`src/rtl/uart_pkg.sv`:
```
// Shared UART definitions: receiver state encoding and baud timing helpers.
// The TX wrapper uses the same package.
package uart_pkg;

    typedef enum logic [1:0] {IDLE, START, DATA, STOP} rx_state_t;

    function automatic int unsigned clks_per_bit(input int unsigned clk_hz,
                                                 input int unsigned baud);
        return clk_hz / baud;
    endfunction

    function automatic int unsigned half_bit(input int unsigned clk_hz,
                                             input int unsigned baud);
        return clks_per_bit(clk_hz, baud) / 2;
    endfunction

endpackage

```
`src/rtl/sync_fifo.sv`:
```
// Small synchronous FIFO with a zeroed head output when empty.
// Pointers carry one extra wrap bit so full and empty can be told apart.
module sync_fifo #(
    parameter int unsigned WIDTH = 8,
    parameter int unsigned DEPTH = 4
) (
    input  logic             clk,
    input  logic             reset_n,
    input  logic             push,
    input  logic [WIDTH-1:0] wdata,
    input  logic             pop,
    output logic             full,
    output logic             empty,
    output logic [WIDTH-1:0] head
);

    localparam int unsigned AW = $clog2(DEPTH);

    logic [AW:0]      wr_ptr_q, rd_ptr_q;
    logic [WIDTH-1:0] mem [DEPTH];
    logic             do_push, do_pop;

    always_comb begin
        empty   = (wr_ptr_q == rd_ptr_q);
        full    = (wr_ptr_q[AW] != rd_ptr_q[AW]) && (wr_ptr_q[AW-1:0] == rd_ptr_q[AW-1:0]);
        do_pop  = pop && !empty;
        // A pop in the same cycle frees the slot the push is about to use.
        do_push = push && (!full || do_pop);
        head    = empty ? '0 : mem[rd_ptr_q[AW-1:0]];
    end

    always_ff @(posedge clk or negedge reset_n) begin
        if (!reset_n) begin
            wr_ptr_q <= '0;
            rd_ptr_q <= '0;
        end else begin
            if (do_push) wr_ptr_q <= wr_ptr_q + 1'b1;
            if (do_pop)  rd_ptr_q <= rd_ptr_q + 1'b1;
        end
    end

    always_ff @(posedge clk) begin
        if (do_push) mem[wr_ptr_q[AW-1:0]] <= wdata;
    end

endmodule

```
`src/rtl/uart_rx_mmio.sv`:
```
// Memory-mapped 8N1 UART receiver: synchronizer, frame FSM, receive FIFO and
// sticky overrun / framing-error flags polled by software.
module uart_rx_mmio
    import uart_pkg::*;
#(
    parameter int unsigned CLK_FREQ_HZ = 12000000,
    parameter int unsigned BAUD_RATE   = 115200,
    parameter int unsigned FIFO_DEPTH  = 4
) (
    input  logic       clk,
    input  logic       reset_n,
    input  logic       rx,
    input  logic       rd,
    input  logic       clr_err,
    output logic [7:0] rd_data,
    output logic       rx_valid,
    output logic       overrun,
    output logic       frame_err
);

    localparam int unsigned CLKS_PER_BIT = clks_per_bit(CLK_FREQ_HZ, BAUD_RATE);
    localparam int unsigned HALF_BIT     = half_bit(CLK_FREQ_HZ, BAUD_RATE);
    localparam int unsigned CNT_W        = $clog2(CLKS_PER_BIT + 1);

    rx_state_t        state_q;
    logic [CNT_W-1:0] cnt_q;
    logic [2:0]       bit_idx_q;
    logic [7:0]       shift_q;
    logic             rx_meta, rx_s, rx_q;
    logic             overrun_q, frame_err_q;
    logic             fifo_full, fifo_empty;
    logic             half_done, bit_done, stop_sample, push, set_ovr, set_ferr;

    always_ff @(posedge clk or negedge reset_n) begin
        if (!reset_n) begin
            rx_meta <= 1'b1;
            rx_s    <= 1'b1;
            rx_q    <= 1'b1;
        end else begin
            rx_meta <= rx;
            rx_s    <= rx_meta;
            rx_q    <= rx_s;
        end
    end

    always_comb begin
        half_done   = (cnt_q == CNT_W'(HALF_BIT - 1));
        bit_done    = (cnt_q == CNT_W'(CLKS_PER_BIT - 1));
        stop_sample = (state_q == STOP) && bit_done;
        // A full FIFO still accepts the byte when software pops in the same cycle.
        push        = stop_sample && rx_s && (!fifo_full || rd);
        set_ovr     = stop_sample && rx_s && fifo_full && !rd;
        set_ferr    = stop_sample && !rx_s;
    end

    always_ff @(posedge clk or negedge reset_n) begin
        if (!reset_n) begin
            state_q     <= IDLE;
            cnt_q       <= '0;
            bit_idx_q   <= '0;
            shift_q     <= '0;
            overrun_q   <= 1'b0;
            frame_err_q <= 1'b0;
        end else begin
            if (set_ovr)      overrun_q <= 1'b1;
            else if (clr_err) overrun_q <= 1'b0;
            if (set_ferr)     frame_err_q <= 1'b1;
            else if (clr_err) frame_err_q <= 1'b0;

            unique case (state_q)
                IDLE: begin
                    // Edge-triggered so a held-low break line cannot retrigger.
                    if (rx_q && !rx_s) begin
                        cnt_q   <= '0;
                        state_q <= START;
                    end
                end
                START: begin
                    if (half_done) begin
                        cnt_q     <= '0;
                        bit_idx_q <= '0;
                        state_q   <= rx_s ? IDLE : DATA;
                    end else begin
                        cnt_q <= cnt_q + 1'b1;
                    end
                end
                DATA: begin
                    if (bit_done) begin
                        cnt_q     <= '0;
                        shift_q   <= {rx_s, shift_q[7:1]};
                        bit_idx_q <= bit_idx_q + 1'b1;
                        if (bit_idx_q == 3'd7) state_q <= STOP;
                    end else begin
                        cnt_q <= cnt_q + 1'b1;
                    end
                end
                STOP: begin
                    if (bit_done) begin
                        cnt_q   <= '0;
                        state_q <= IDLE;
                    end else begin
                        cnt_q <= cnt_q + 1'b1;
                    end
                end
                default: state_q <= IDLE;
            endcase
        end
    end

    sync_fifo #(
        .WIDTH (8),
        .DEPTH (FIFO_DEPTH)
    ) u_fifo (
        .clk     (clk),
        .reset_n (reset_n),
        .push    (push),
        .wdata   (shift_q),
        .pop     (rd),
        .full    (fifo_full),
        .empty   (fifo_empty),
        .head    (rd_data)
    );

    assign rx_valid  = !fifo_empty;
    assign overrun   = overrun_q;
    assign frame_err = frame_err_q;

endmodule

```
`config.mk`:
```
export PLATFORM = sky130hd
export DESIGN_NAME = uart_rx_mmio
export DESIGN_NICKNAME = d
export VERILOG_FILES = /design/src/rtl/uart_pkg.sv /design/src/rtl/sync_fifo.sv /design/src/rtl/uart_rx_mmio.sv
export SDC_FILE = /design/constraint.sdc
export NUM_CORES = 1
export LEC_CHECK = 0
export ABC_AREA = 1
export CORE_AREA = 3 3 91 93
export DETAILED_ROUTE_END_ITERATION = 10
export DIE_AREA = 0 0 94 96
export PLACE_DENSITY = 0.52
export SETUP_SLACK_MARGIN = 0.2
export SYNTH_ARGS = -nofsm -noshare
export SYNTH_HDL_FRONTEND = slang
export SYNTH_HIERARCHICAL = 1
export SYNTH_SLANG_ARGS = --single-unit
```
`constraint.sdc`:
```
create_clock -name clk -period 2.62 [get_ports clk]
set_clock_uncertainty 0.15 [all_clocks]
set_input_delay 0.786 -clock clk [delete_from_list [all_inputs] [get_ports clk]]
set_output_delay 0.786 -clock clk [all_outputs]
set_load 0.01 [all_outputs]
```
Yosys cells after proc, flatten, opt, wreduce, memory -nomap -nowiden
Memory sizes are Yosys's and may differ from the RTL's.
Index checks and enable logic that the tools add are counted.
Word-level totals
  register bits after elaboration: 31
  bits in writable memories: 32
  output and inout port bits: 11
  memories: 1
Memory list
  u_fifo.mem: words 4, width 8, rd ports 1, clocked after Yosys merged registers in 0, wr ports 1, line sync_fifo.sv:20  | logic [WIDTH-1:0] mem [DEPTH];
Cells by class
  add/sub/neg operators: 4
  equality and inequality tests: 14
  mux-type cells: 20
  reduce and logical (&&, ||, !) cells: 24
Operators by type and width (number)
  $mux W7: 3
  $pmux W7 S3: 1
  $mux W2: 6
  $logic_and A1 B1 Y1: 10
  $ne A2 B2 Y1 const B: 5
  $add A3 B1 Y3 const B: 3
  $mux W8: 1
  $pmux W2 S4: 1
  $add A7 B1 Y7 const B: 1
  $eq A7 B6 Y1 const B: 1
  $eq A7 B7 Y1 const B: 1
  $mux W3: 2
  $pmux W3 S2: 1
  $reduce_bool A2 Y1: 3
  $mux W1: 5
  $reduce_and A5 Y1: 1
  $eq A2 B2 Y1 const B: 2
  $logic_not A1 Y1: 4
  $eq A3 B3 Y1: 1
  $eq A3 B3 Y1 const B: 1
  $reduce_and A3 Y1: 1
  $eq A2 B1 Y1 const B: 1
  $eq A2 B2 Y1: 1
  $logic_not A2 Y1: 1
  other kinds (4): 5

Depth between registers and ports, before layout
Gate-level depths: netlist (run 1).
  word-level depth: 8
  mapped depth: 10

Cells and area by module
Netlist (run 1), hierarchy kept.
By module, submodules not included
  sync_fifo: times used 1, cells each 162, area each 1781.7 um^2
  uart_rx_mmio: times used 1, cells each 133, area each 1208.7 um^2

Worst setup path after synthesis (run 1)
OpenSTA, ideal clock, no wires.
  path kind: register to register
  start: reg cnt_q[0]
  end: mem u_fifo.mem[1][0], enable pin
  setup time: 0.371 ns
  arrival: 1.844 ns
  required time: 2.099 ns
  slack: 0.255 ns
  stages on the path, launching flop included: 10
  path through: dfrtp_1 > ha_1 > nand2_2 > nor2_4 > nand2_4 > inv_1 > nand4_1 > a21oi_1 > nand2_4 > nor2_1
On the way
  word-level cells in the longest chain between the ends: 7
Ends and longest elaborated chain
  start, declared: line uart_rx_mmio.sv:26  | logic [CNT_W-1:0] cnt_q;
  start signal, assigned: line uart_rx_mmio.sv:84  | cnt_q <= cnt_q + 1'b1;
  start signal, assigned: line uart_rx_mmio.sv:94  | cnt_q <= cnt_q + 1'b1;
  start signal, assigned: line uart_rx_mmio.sv:102  | cnt_q <= cnt_q + 1'b1;
  $eq A7 B7 Y1: line uart_rx_mmio.sv:48  | bit_done = (cnt_q == CNT_W'(CLKS_PER_BIT - 1));
  $logic_and A1 B1 Y1: line uart_rx_mmio.sv:49  | stop_sample = (state_q == STOP) && bit_done;
  $logic_and A1 B1 Y1 (2 in a row): line uart_rx_mmio.sv:51  | push = stop_sample && rx_s && (!fifo_full || rd);
  via push: line uart_rx_mmio.sv:32  | logic half_done, bit_done, stop_sample, push, set_ovr, set_ferr;
  $logic_and A1 B1 Y1: line sync_fifo.sv:28  | do_push = push && (!full || do_pop);
  $mux W1: line sync_fifo.sv:43  | if (do_push) mem[wr_ptr_q[AW-1:0]] <= wdata;
  $mux W1 (not written as such): line sync_fifo.sv:43
  end, declared: line sync_fifo.sv:20
The timed path passes the listed nets, and every way through them passes these cells.

Worst setup path after layout (run 1)
  start: reg u_fifo.rd_ptr_q[0]
  end: out rd_data[3]
On the way
  word-level cells in the longest chain between the ends: 2
  elaborated cells between the ends (all ways): 3
  those cells by class: 1 x eq/ne; 1 x mux; 1 x memory
Ends and longest elaborated chain
  start, declared: line sync_fifo.sv:19  | logic [AW:0] wr_ptr_q, rd_ptr_q;
  start signal, assigned: line sync_fifo.sv:38  | if (do_pop) rd_ptr_q <= rd_ptr_q + 1'b1;
  $mem_v2 Z4 W8 / $eq A3 B3 Y1 (equally long branches)
  $mux W8 (*): line sync_fifo.sv:29  | head = empty ? '0 : mem[rd_ptr_q[AW-1:0]];
  end, declared: line uart_rx_mmio.sv:15  | output logic [7:0] rd_data,
Mark *: on every way between the ends. The rest lies on a longest branch, timed or not.

==> results of run 1 <==
-- cell usage after synthesis (all sizes together) --
cell	n
o22ai	4
nand3	11
nand4	6
a21oi	3
dfstp	3
inv	39
xor2	5
o21ai	38
xnor2	1
edfxtp	32
buf	8
ha	8
a22o	1
nor3	1
nor2	36
dfrtp	28
nand2	70
a31oi	1
-- routing by layer --
metal	up-vias	GRT usage
met5	-	0
met4	0	0.0542
met3	9	0.0438
met2	27	0.253
met1	988	0.190
li1	1072	-
-- cells by family (layout without fill, tap and decap cells) --
logic type | Yosys count | after routing
buffers and inverters | 47 | 103
adders and majority gates | 8 | 8
and+or+nand+nor | 124 | 125
xor gates and xnor gates | 6 | 6
AOI/OAI and AO/OA | 47 | 47
DFF | 63 | 63
-- cell type report --
| class | instances | area share |
|---|---|---|
| Sequential cell | 63 | 0.461 |
| Clock buffer | 11 | 0.0400 |
| Multi-Input combinational cell | 186 | 0.291 |
| Inverter | 39 | 0.0433 |
| Clock inverter | 5 | 0.0122 |
| Tap cell | 102 | 0.0338 |
| Timing Repair Buffer | 48 | 0.118 |
-- through the flow --
step                setup TNS (ns)  worst slack, ns
detailed placement               0           0.0751
finish                           0            0.103
floorplan                        0            0.255
CTS                              0           0.0706
global placement                 0           0.0954
global route               -0.0107         -0.00567
-- worst max-delay path, stage by stage, from the launching register on --
cell	delay [ns]
dfrtp_2	0.45
buf_6	0.15
buf_8	0.14
nor2_1	0.10
nor2_1	0.04
o21ai_1	0.08
o21ai_1	0.08
nand2_1	0.06
inv_1	0.03
buf_2	0.12
-- cell usage in the layout (no fill, tap or decap), drive strengths merged, types with 3 or more instances in the layout --
cell	instances
buf	42
inv	38
dfstp	3
nor2	36
clkinv	5
clkbuf	11
nand2	70
nand3	12
o22ai	4
edfxtp	32
o21ai	38
nand4	6
dfrtp	28
clkdlybuf4s50	6
ha	8
xor2	5
a21oi	3
-- how the worst min path moves through the flow --
stage	startpoint	end	depth (start not counted)
CTS	rx_meta$_DFF_PN1_	rx_s$_DFF_PN1_	0
detailed placement	rx_meta$_DFF_PN1_	rx_s$_DFF_PN1_	0
global placement	rx_meta$_DFF_PN1_	rx_s$_DFF_PN1_	0
finish	rx_meta$_DFF_PN1_	rx_s$_DFF_PN1_	0
floorplan	rx_meta$_DFF_PN1_	rx_s$_DFF_PN1_	0
global route	rx_meta$_DFF_PN1_	rx_s$_DFF_PN1_	0
-- power by group --
part | total [mW] | internal, mW | switching [mW]
combinational | 0.259 | 0.0915 | 0.167
clock | 0.829 | 0.480 | 0.349
sequential | 1.13 | 1.08 | 0.0557
total | 2.22 | 1.65 | 0.572
-- flip-flops by register name, summed over array words and instances, names as in the netlist, 3 cells and up, named ones only --
register and count:
u_fifo/mem 32, shift_q 8, u_fifo/rd_ptr_q 3, bit_idx_q 3
cnt_q 7, u_fifo/wr_ptr_q 3
-- timing repair --
item | CTS | global route
gates resized for setup | 73 | 22
pin swaps | 17 | 14
setup buffers | 17 | 2
gates cloned | 2 | 0
setup endpoints to repair | 9 | 41
==> results.py, run 1 <==
metrics = {
    "clock_tree": {
        "insertion_delay_ns": 0.33,
        "cts-root-buf": "clkbuf_8",
        "cts_tree": "done",
        "cts-htree-levels": 3,
        "cts_sinks": 63,
        "cts_buffer_depth": 2,
        "path_clk_slew_ns": 0.07,
        "cts_buffers": 9,
        "cts_hold_buf": 0,
    },
    "logic_synthesis": {
        "synth-seq-area-share": 0.582,
        "ys_types": 31,
        "netlist_instances": 295,
        "syn_area_mm2": 0.00299,
        "yosys.area_share.simple": 0.195,
        "synth_top_area_share": 0.321,
        "synth-adder-area-share": 0.0335,
        "synth_xor_area_frac": 0.0238,
        "synth_nets": 308,
        "synthMuxAreaShare": 0,
        "synth_compound_gate_area_share": 0.0895,
        "syn_area_per_cell_um2": 10.1,
        "synth_top_family_by_area": "simple AND/OR/NAND/NOR gates",
        "ys_top_cells_by_area": "edfxtp_1 32%, dfrtp_1 23%, nand2_1 7.8%",
        "synth_seq_cells": 63,
        "synth_area_leader_cell": "edfxtp_1",
        "yosys_warnings": 6,
    },
    "sta": {
        "min_period_over_period": 0.961,
        "drv_slew": 0,
        "rsz0062_at_grt": "true",
        "relSlewSlack": 0.719,
        "finalSetupViolations": 0,
        "worst_pin_slew_ns": 0.421,
        "final.min_clock_period_ns": 2.52,
        "finalHoldViolations": 0,
        "hold_slack_ns": 0.206,
        "fmax_mhz": 397,
    },
    "floorplanning": {
        "rows": 32,
        "fp.dieH_um": 96,
        "coreArea_mm2": 0.00761,
        "start_util": 0.393,
        "die_width_um": 94,
        "pin_count": 16,
        "fp.dieArea_mm2": 0.00902,
    },
    "drt": {
        "via_per_inst": 4.62,
        "wl_met3_um": 188,
        "first_iter_violations": 133,
        "routed_wl_um": 6010,
        "top_layer_used": "met4",
        "dr_wl_met2_um": 3000,
        "wl_met1_um": 2720,
        "detail-route-antenna-nets": 0,
        "first_pass_iters": 4,
        "routed-via-count": 2096,
        "wl_per_cell_um": 13.2,
        "drcViolationCount": 0,
    },
    "setup_path": {
        "required_ns": 1.68,
        "worstSetupStartpoint": "u_fifo/rd_ptr_q[0]$_DFFE_PN0P_",
        "reg2regPathDepth": 10,
        "worstSetupEndpoint": "rd_data[3]",
        "critPathArrivalTime_ns": 1.58,
        "endpoint_kind": "output pin",
        "cp_max_fo": 5,
        "worstReg2RegEnd": "u_fifo/mem[3][6]$_DFFE_PP_",
        "ff2ff_setup_slack_ns": 0.39,
        "r2r_start": "cnt_q[0]$_DFFE_PN0P_",
        "startpoint_type": "flop",
        "crit_type": "flop to output pin",
    },
    "run_status": {
        "outcome": "completed",
    },
    "grt": {
        "grt_antenna_before_repair": 0,
        "grt.overflow.total": 0,
        "grt_pass1_wl_um": 10400,
        "grt_pass1_vias": 2058,
        "grt_max_degree": 32,
        "grtUsageTotal": 0.152,
    },
    "layout": {
        "nets": 360,
        "antenna_cells": 0,
        "stdcell_count": 454,
        "multi_input_area_mm2": 0.00110,
        "regArea_mm2": 0.00174,
        "drive_gt1_frac": 0.287,
        "syn_to_final_growth_pct": 26.4,
        "n_fill_cell": 690,
        "final_cell_area_mm2": 0.00378,
        "postLayoutCoreUtil": 0.497,
    },
    "power": {
        "power.leakage_nw": 1.67,
        "power_mw": 2.22,
        "ir_worst_vdd_mv": 0.293,
        "p_per_area_mw_per_mm2": 587,
    },
    "job": {
        "cap_viol_max_count": 0,
    },
    "placement": {
        "placed_cell_area_mm2": 0.00329,
        "dp_hpwl_um": 3740,
        "place.gp.congestion": 0.803,
        "dp_cells": 417,
        "io_buffers": 15,
    },
    "hold_path": {
        "hp-class": "flop to flop",
    },
}
Power figures use the tool's default switching activity.
==> run 2, diff against run 1 <==
--- a/config.mk
+++ b/config.mk
@@ -10,5 +10,5 @@
 export DETAILED_ROUTE_END_ITERATION = 10
 export DIE_AREA = 0 0 94 96
-export PLACE_DENSITY = 0.52
+export PLACE_DENSITY_LB_ADDON = 0.2
 export SETUP_SLACK_MARGIN = 0.2
 export SYNTH_ARGS = -nofsm -noshare
==> constraint.sdc (replaced) <==
create_clock -name clk -period 2.62 [get_ports clk]
set_clock_uncertainty 0.15 [all_clocks]
set_input_delay 0.262 -clock clk [delete_from_list [all_inputs] [get_ports clk]]
set_output_delay 0.262 -clock clk [all_outputs]
set_load 0.01 [all_outputs]
==> results.py, run 2 (same netlist as run 1, synthesis figures left out) <==
metrics = {
    "placement": {
        "dp_slack_ns": 0.265,
        "dp_hpwl_um": 3710,
        "io_buffers": 15,
        "placed_cell_area_mm2": 0.00324,
        "place.gp.congestion": 0.765,
    },
    "setup_path": {
        "critPathArrivalTime_ns": 1.93,
        "worst-path-buf-inv": 3,
        "slowest_stage": "clkdlybuf4s50_1",
        "crit_type": "flop to output pin",
        "critPathMaxStageDelay_ns": 0.52,
        "path_delay_family": "buffers and inverters",
        "startpoint_type": "flop",
        "critPathMostFrequentCell": "nand2_1",
        "cp.depth": 7,
        "required_ns": 2.21,
        "reg2regPathDepth": 10,
        "cp_max_fo": 6,
        "endpoint_kind": "output pin",
        "worstPathCellList": "buf_4 -> nand2_1 -> nand2_4 -> nand3_4 -> nand2_1 -> inv_1 -> clkdlybuf4s50_1",
    },
    "clock_tree": {
        "cts-root-buf": "clkbuf_8",
        "cts_buffer_depth": 2,
        "insertion_delay_ns": 0.33,
        "cts_buffers": 9,
        "cts_sinks": 63,
        "cts-htree-levels": 3,
        "cts_tree": "done",
        "cts_hold_buf": 0,
        "path_clk_slew_ns": 0.08,
    },
    "power": {
        "ir_worst_vdd_mv": 0.360,
        "power_mw": 2.42,
        "p_per_area_mw_per_mm2": 667,
        "power.leakage_nw": 1.67,
    },
    "sta": {
        "fmax_mhz": 428,
        "rsz0062_at_grt": "true",
        "worst_pin_slew_ns": 0.401,
        "relSlewSlack": 0.733,
        "finalHoldViolations": 0,
        "finalSetupViolations": 0,
        "setup_tns_ns": 0,
        "drv_slew": 0,
        "min_period_over_period": 0.892,
        "final.min_clock_period_ns": 2.34,
        "setup_ws_ns": 0.282,
    },
    "grt": {
        "grt_max_degree": 32,
        "grtUsageTotal": 0.135,
        "grt_pass1_wl_um": 9320,
        "grt_pass1_vias": 1998,
        "grt.overflow.total": 0,
        "grt_antenna_before_repair": 0,
    },
    "layout": {
        "drive_gt1_frac": 0.185,
        "postLayoutCoreUtil": 0.477,
        "multi_input_area_mm2": 0.00104,
        "mostFrequentLayoutCells": "62 x nand2_1, 37 x inv_1, 34 x nor2_1",
        "largest_register_ffs": 32,
        "n_fill_cell": 709,
        "final_cell_area_mm2": 0.00363,
        "final_common_cell": "nand2_1",
        "regArea_mm2": 0.00175,
        "nets": 343,
        "syn_to_final_growth_pct": 21.3,
        "antenna_cells": 0,
    },
    "floorplanning": {
        "fp.dieArea_mm2": 0.00902,
        "start_util": 0.393,
        "rows": 32,
        "die_width_um": 94,
        "pin_count": 16,
        "fp.dieH_um": 96,
        "coreArea_mm2": 0.00761,
    },
    "drt": {
        "routed_wl_um": 5540,
        "first_pass_iters": 4,
        "routed-via-count": 1987,
        "via_per_inst": 4.55,
        "drcViolationCount": 0,
        "wl_per_cell_um": 12.7,
        "first_iter_violations": 105,
        "detail-route-antenna-nets": 0,
    },
    "job": {
        "cap_viol_max_count": 0,
    },
    "hold_path": {
        "hp-class": "input port to asynchronous set/reset pin",
    },
    "run_status": {
        "outcome": "completed",
    },
}
## run 2: repair_timing
action                                  CTS  global route
gates resized for setup                   4            13
endpoints found under the setup margin    9            41
setup buffers                             4             6
cloned                                    0             1
pin swaps                                 2             0
## run 2: worst register-to-register path, delay by kind of cell, from the launching register on
kind / cells / cell delay (ns)
buffers and inverters: 2 / 0.26
flip-flops: 1 / 0.40
AO/OA/AOI/OAI: 1 / 0.26
AND/OR/NAND/NOR: 6 / 0.62
adder cells (fa/ha/maj): 1 / 0.22
## run 2: worst paths after layout
path                                                     start  slack, ns                         end
worst max-delay path            u_fifo/rd_ptr_q[0]$_DFFE_PN0P_       0.28                  rd_data[4]
worst min-delay path                                   reset_n       0.18        cnt_q[5]$_DFFE_PN0P_
worst max register to register            cnt_q[0]$_DFFE_PN0P_       0.40  u_fifo/mem[0][1]$_DFFE_PP_
worst min register to register               rx_meta$_DFF_PN1_       0.21              rx_s$_DFF_PN1_
max in group asynchronous                              reset_n       1.82              rx_s$_DFF_PN1_
min in group clk                                            rx       0.18           rx_meta$_DFF_PN1_
## run 2: area by class of cell
type | instances | share of cell area
Sequential cell | 63 | 0.481
Multi-Input combinational cell | 186 | 0.286
Timing Repair Buffer | 31 | 0.0866
Inverter | 39 | 0.0431
Tap cell | 102 | 0.0352
Clock buffer | 9 | 0.0342
Clock inverter | 7 | 0.0331
## run 2: metrics by stage
step | hold WS, ns | instances
4_1_cts | 0.160 | 430
3_3_place_gp | 0.197 | 410
3_5_place_dp | 0.200 | 410
6_report | 0.176 | 437
5_1_grt | 0.165 | 437
2_1_floorplan | -0.184 | 295
## run 2: power breakdown
part | internal [mW] | total, mW | switching (mW) | leakage [nW]
Clock | 0.635 | 1.02 | 0.385 | 0.120
Combinational | 0.101 | 0.268 | 0.167 | 0.889
Sequential | 1.08 | 1.13 | 0.0524 | 0.664
## run 2: routing by layer
metal | GRT usage | vias up | routed length [um]
met2 | 0.209 | 28 | 2620
li1 | - | 1032 | -
met1 | 0.178 | 921 | 2690
met5 | 0 | - | 0
met4 | 0.0614 | 0 | 73
met3 | 0.0352 | 6 | 165
==> run 3, diff against run 2 <==
SKIP_LAST_GASP = 1   (was not set)
clock period = 2.1 ns   (was 2.62 ns; I/O delays follow)
==> results.py, run 3 (same netlist as run 1, synthesis figures left out) <==
metrics = {
    "job": {
        "cap_viol_max_count": 0,
    },
    "run_status": {
        "outcome": "completed",
    },
    "placement": {
        "dp_hpwl_um": 3840,
        "placed_cell_area_mm2": 0.00336,
        "dp_slack_ns": 0.0144,
        "place.gp.congestion": 0.779,
        "io_buffers": 15,
    },
    "layout": {
        "regArea_mm2": 0.00174,
        "final_common_cell": "nand2_1",
        "multi_input_area_mm2": 0.00117,
        "mostFrequentLayoutCells": "57 x nand2_1, 32 x edfxtp_1, 31 x inv_1, 31 x buf_4, 26 x dfrtp_1",
        "largest_register_ffs": 32,
        "final_cell_area_mm2": 0.00404,
        "drive_gt1_frac": 0.358,
        "syn_to_final_growth_pct": 34.9,
        "nets": 379,
        "antenna_cells": 0,
        "n_fill_cell": 651,
        "postLayoutCoreUtil": 0.530,
    },
    "grt": {
        "grt.overflow.total": 0,
        "grtUsageTotal": 0.153,
        "grt_pass1_wl_um": 10600,
        "grt_pass1_vias": 2189,
        "grt_antenna_before_repair": 0,
        "grt_max_degree": 32,
    },
    "sta": {
        "final.min_clock_period_ns": 2.04,
        "relSlewSlack": 0.700,
        "finalHoldViolations": 0,
        "rsz0062_at_grt": "true",
        "min_period_over_period": 0.970,
        "drv_slew": 0,
        "setup_ws_ns": 0.0633,
        "fmax_mhz": 491,
        "finalSetupViolations": 0,
        "worst_pin_slew_ns": 0.450,
        "hold_slack_ns": 0.132,
    },
    "power": {
        "power_mw": 2.91,
        "power.leakage_nw": 1.76,
        "ir_worst_vdd_mv": 0.448,
        "p_per_area_mw_per_mm2": 721,
    },
    "setup_path": {
        "critPathArrivalTime_ns": 1.91,
        "worstReg2RegEnd": "u_fifo/mem[3][0]$_DFFE_PP_",
        "startpoint_type": "flop",
        "required_ns": 1.97,
        "reg2regPathDepth": 9,
        "cp_max_fo": 8,
        "ff2ff_setup_slack_ns": 0.06,
        "r2r_start": "cnt_q[1]$_DFFE_PN0P_",
        "worstSetupEndpoint": "u_fifo/mem[3][0]$_DFFE_PP_",
        "endpoint_kind": "flop",
        "crit_type": "flop to flop",
        "worstSetupStartpoint": "cnt_q[1]$_DFFE_PN0P_",
    },
    "clock_tree": {
        "cts-htree-levels": 3,
        "cts_sinks": 63,
        "cts-root-buf": "clkbuf_8",
        "cts_tree": "done",
        "path_clk_slew_ns": 0.08,
        "cts_buffers": 9,
        "insertion_delay_ns": 0.34,
        "cts_buffer_depth": 2,
    },
    "hold_path": {
        "hold_depth": 1,
        "hp-class": "input port to flop",
    },
    "drt": {
        "first_iter_violations": 63,
        "routed-via-count": 2237,
        "wl_per_cell_um": 13.2,
        "routed_wl_um": 6250,
        "detail-route-antenna-nets": 0,
        "drcViolationCount": 0,
        "via_per_inst": 4.73,
        "first_pass_iters": 5,
    },
    "floorplanning": {
        "fp.dieArea_mm2": 0.00902,
        "rows": 32,
        "fp.dieH_um": 96,
        "pin_count": 16,
        "die_width_um": 94,
        "coreArea_mm2": 0.00761,
        "start_util": 0.393,
    },
}
-- run 3: changes by cell type in the layout (fill, tap and decap cells not counted), sizes merged --
cell           change
buf               +45
bufinv             -2
inv                +1
dlymetal6s2s       -7
clkinvlp           +2
clkinv             -1
clkdlybuf4s50      -2
-- run 3: worst max-delay path, stage by stage (launching register included) --
cell	delay, ns
dfrtp_1	0.40
ha_4	0.17
nand2_4	0.05
nor2_4	0.11
nand2_4	0.06
inv_2	0.06
nand4_1	0.13
a21oi_2	0.21
nand2_4	0.13
nor2_4	0.26
-- run 3: power breakdown --
part           switching (mW)  leakage [nW]  internal [mW]
Clock                   0.516        0.0929          0.560
Combinational           0.249          1.00          0.179
Sequential             0.0613         0.664           1.34
Total                   0.827          1.76           2.08
-- run 3: cell type report --
type                    instances  area share
well taps                     102      0.0316
multi-input cells             186       0.290
repair buffers                 67       0.157
flip-flops and latches         63       0.432
clock inverters                 7      0.0195
clock buffers                   9      0.0307
inverters                      39      0.0394
-- run 3: metal layers --
layer  vias up  global-route usage  routed length (um)
met4         0              0.0505                  80
met2        46               0.242                3060
met1      1068               0.201                2860
met3         8              0.0446                 246
li1       1115                   -                   -
met5         -                   0                   0
-- run 3: stage by stage --
| step | std cells | TNS (ns) |
|---|---|---|
| after floorplan | 295 | 0 |
| after global placement | 419 | 0 |
| after detailed placement | 419 | 0 |
| after CTS | 463 | 0 |
| after global routing | 473 | -2.03 |
| final | 473 | 0 |
-- run 3: worst min path at each step --
stage                      startpoint                          to  slack (ns)
floorplan                     reset_n  asynchronous set/reset pin       -0.24
global placement    rx_meta$_DFF_PN1_              rx_s$_DFF_PN1_        0.20
detailed placement  rx_meta$_DFF_PN1_              rx_s$_DFF_PN1_        0.20
CTS                                rx           rx_meta$_DFF_PN1_        0.11
global route                       rx           rx_meta$_DFF_PN1_        0.11
finish                             rx           rx_meta$_DFF_PN1_        0.13
-- run 3: what timing repair did --
item	in CTS	in global routing
gates cloned	1	0
pin swaps	14	14
buffers inserted	27	10
hold buffers	0	0
hold endpoints to repair	0	0
endpoints found under the setup margin	41	54
resized for setup	69	39
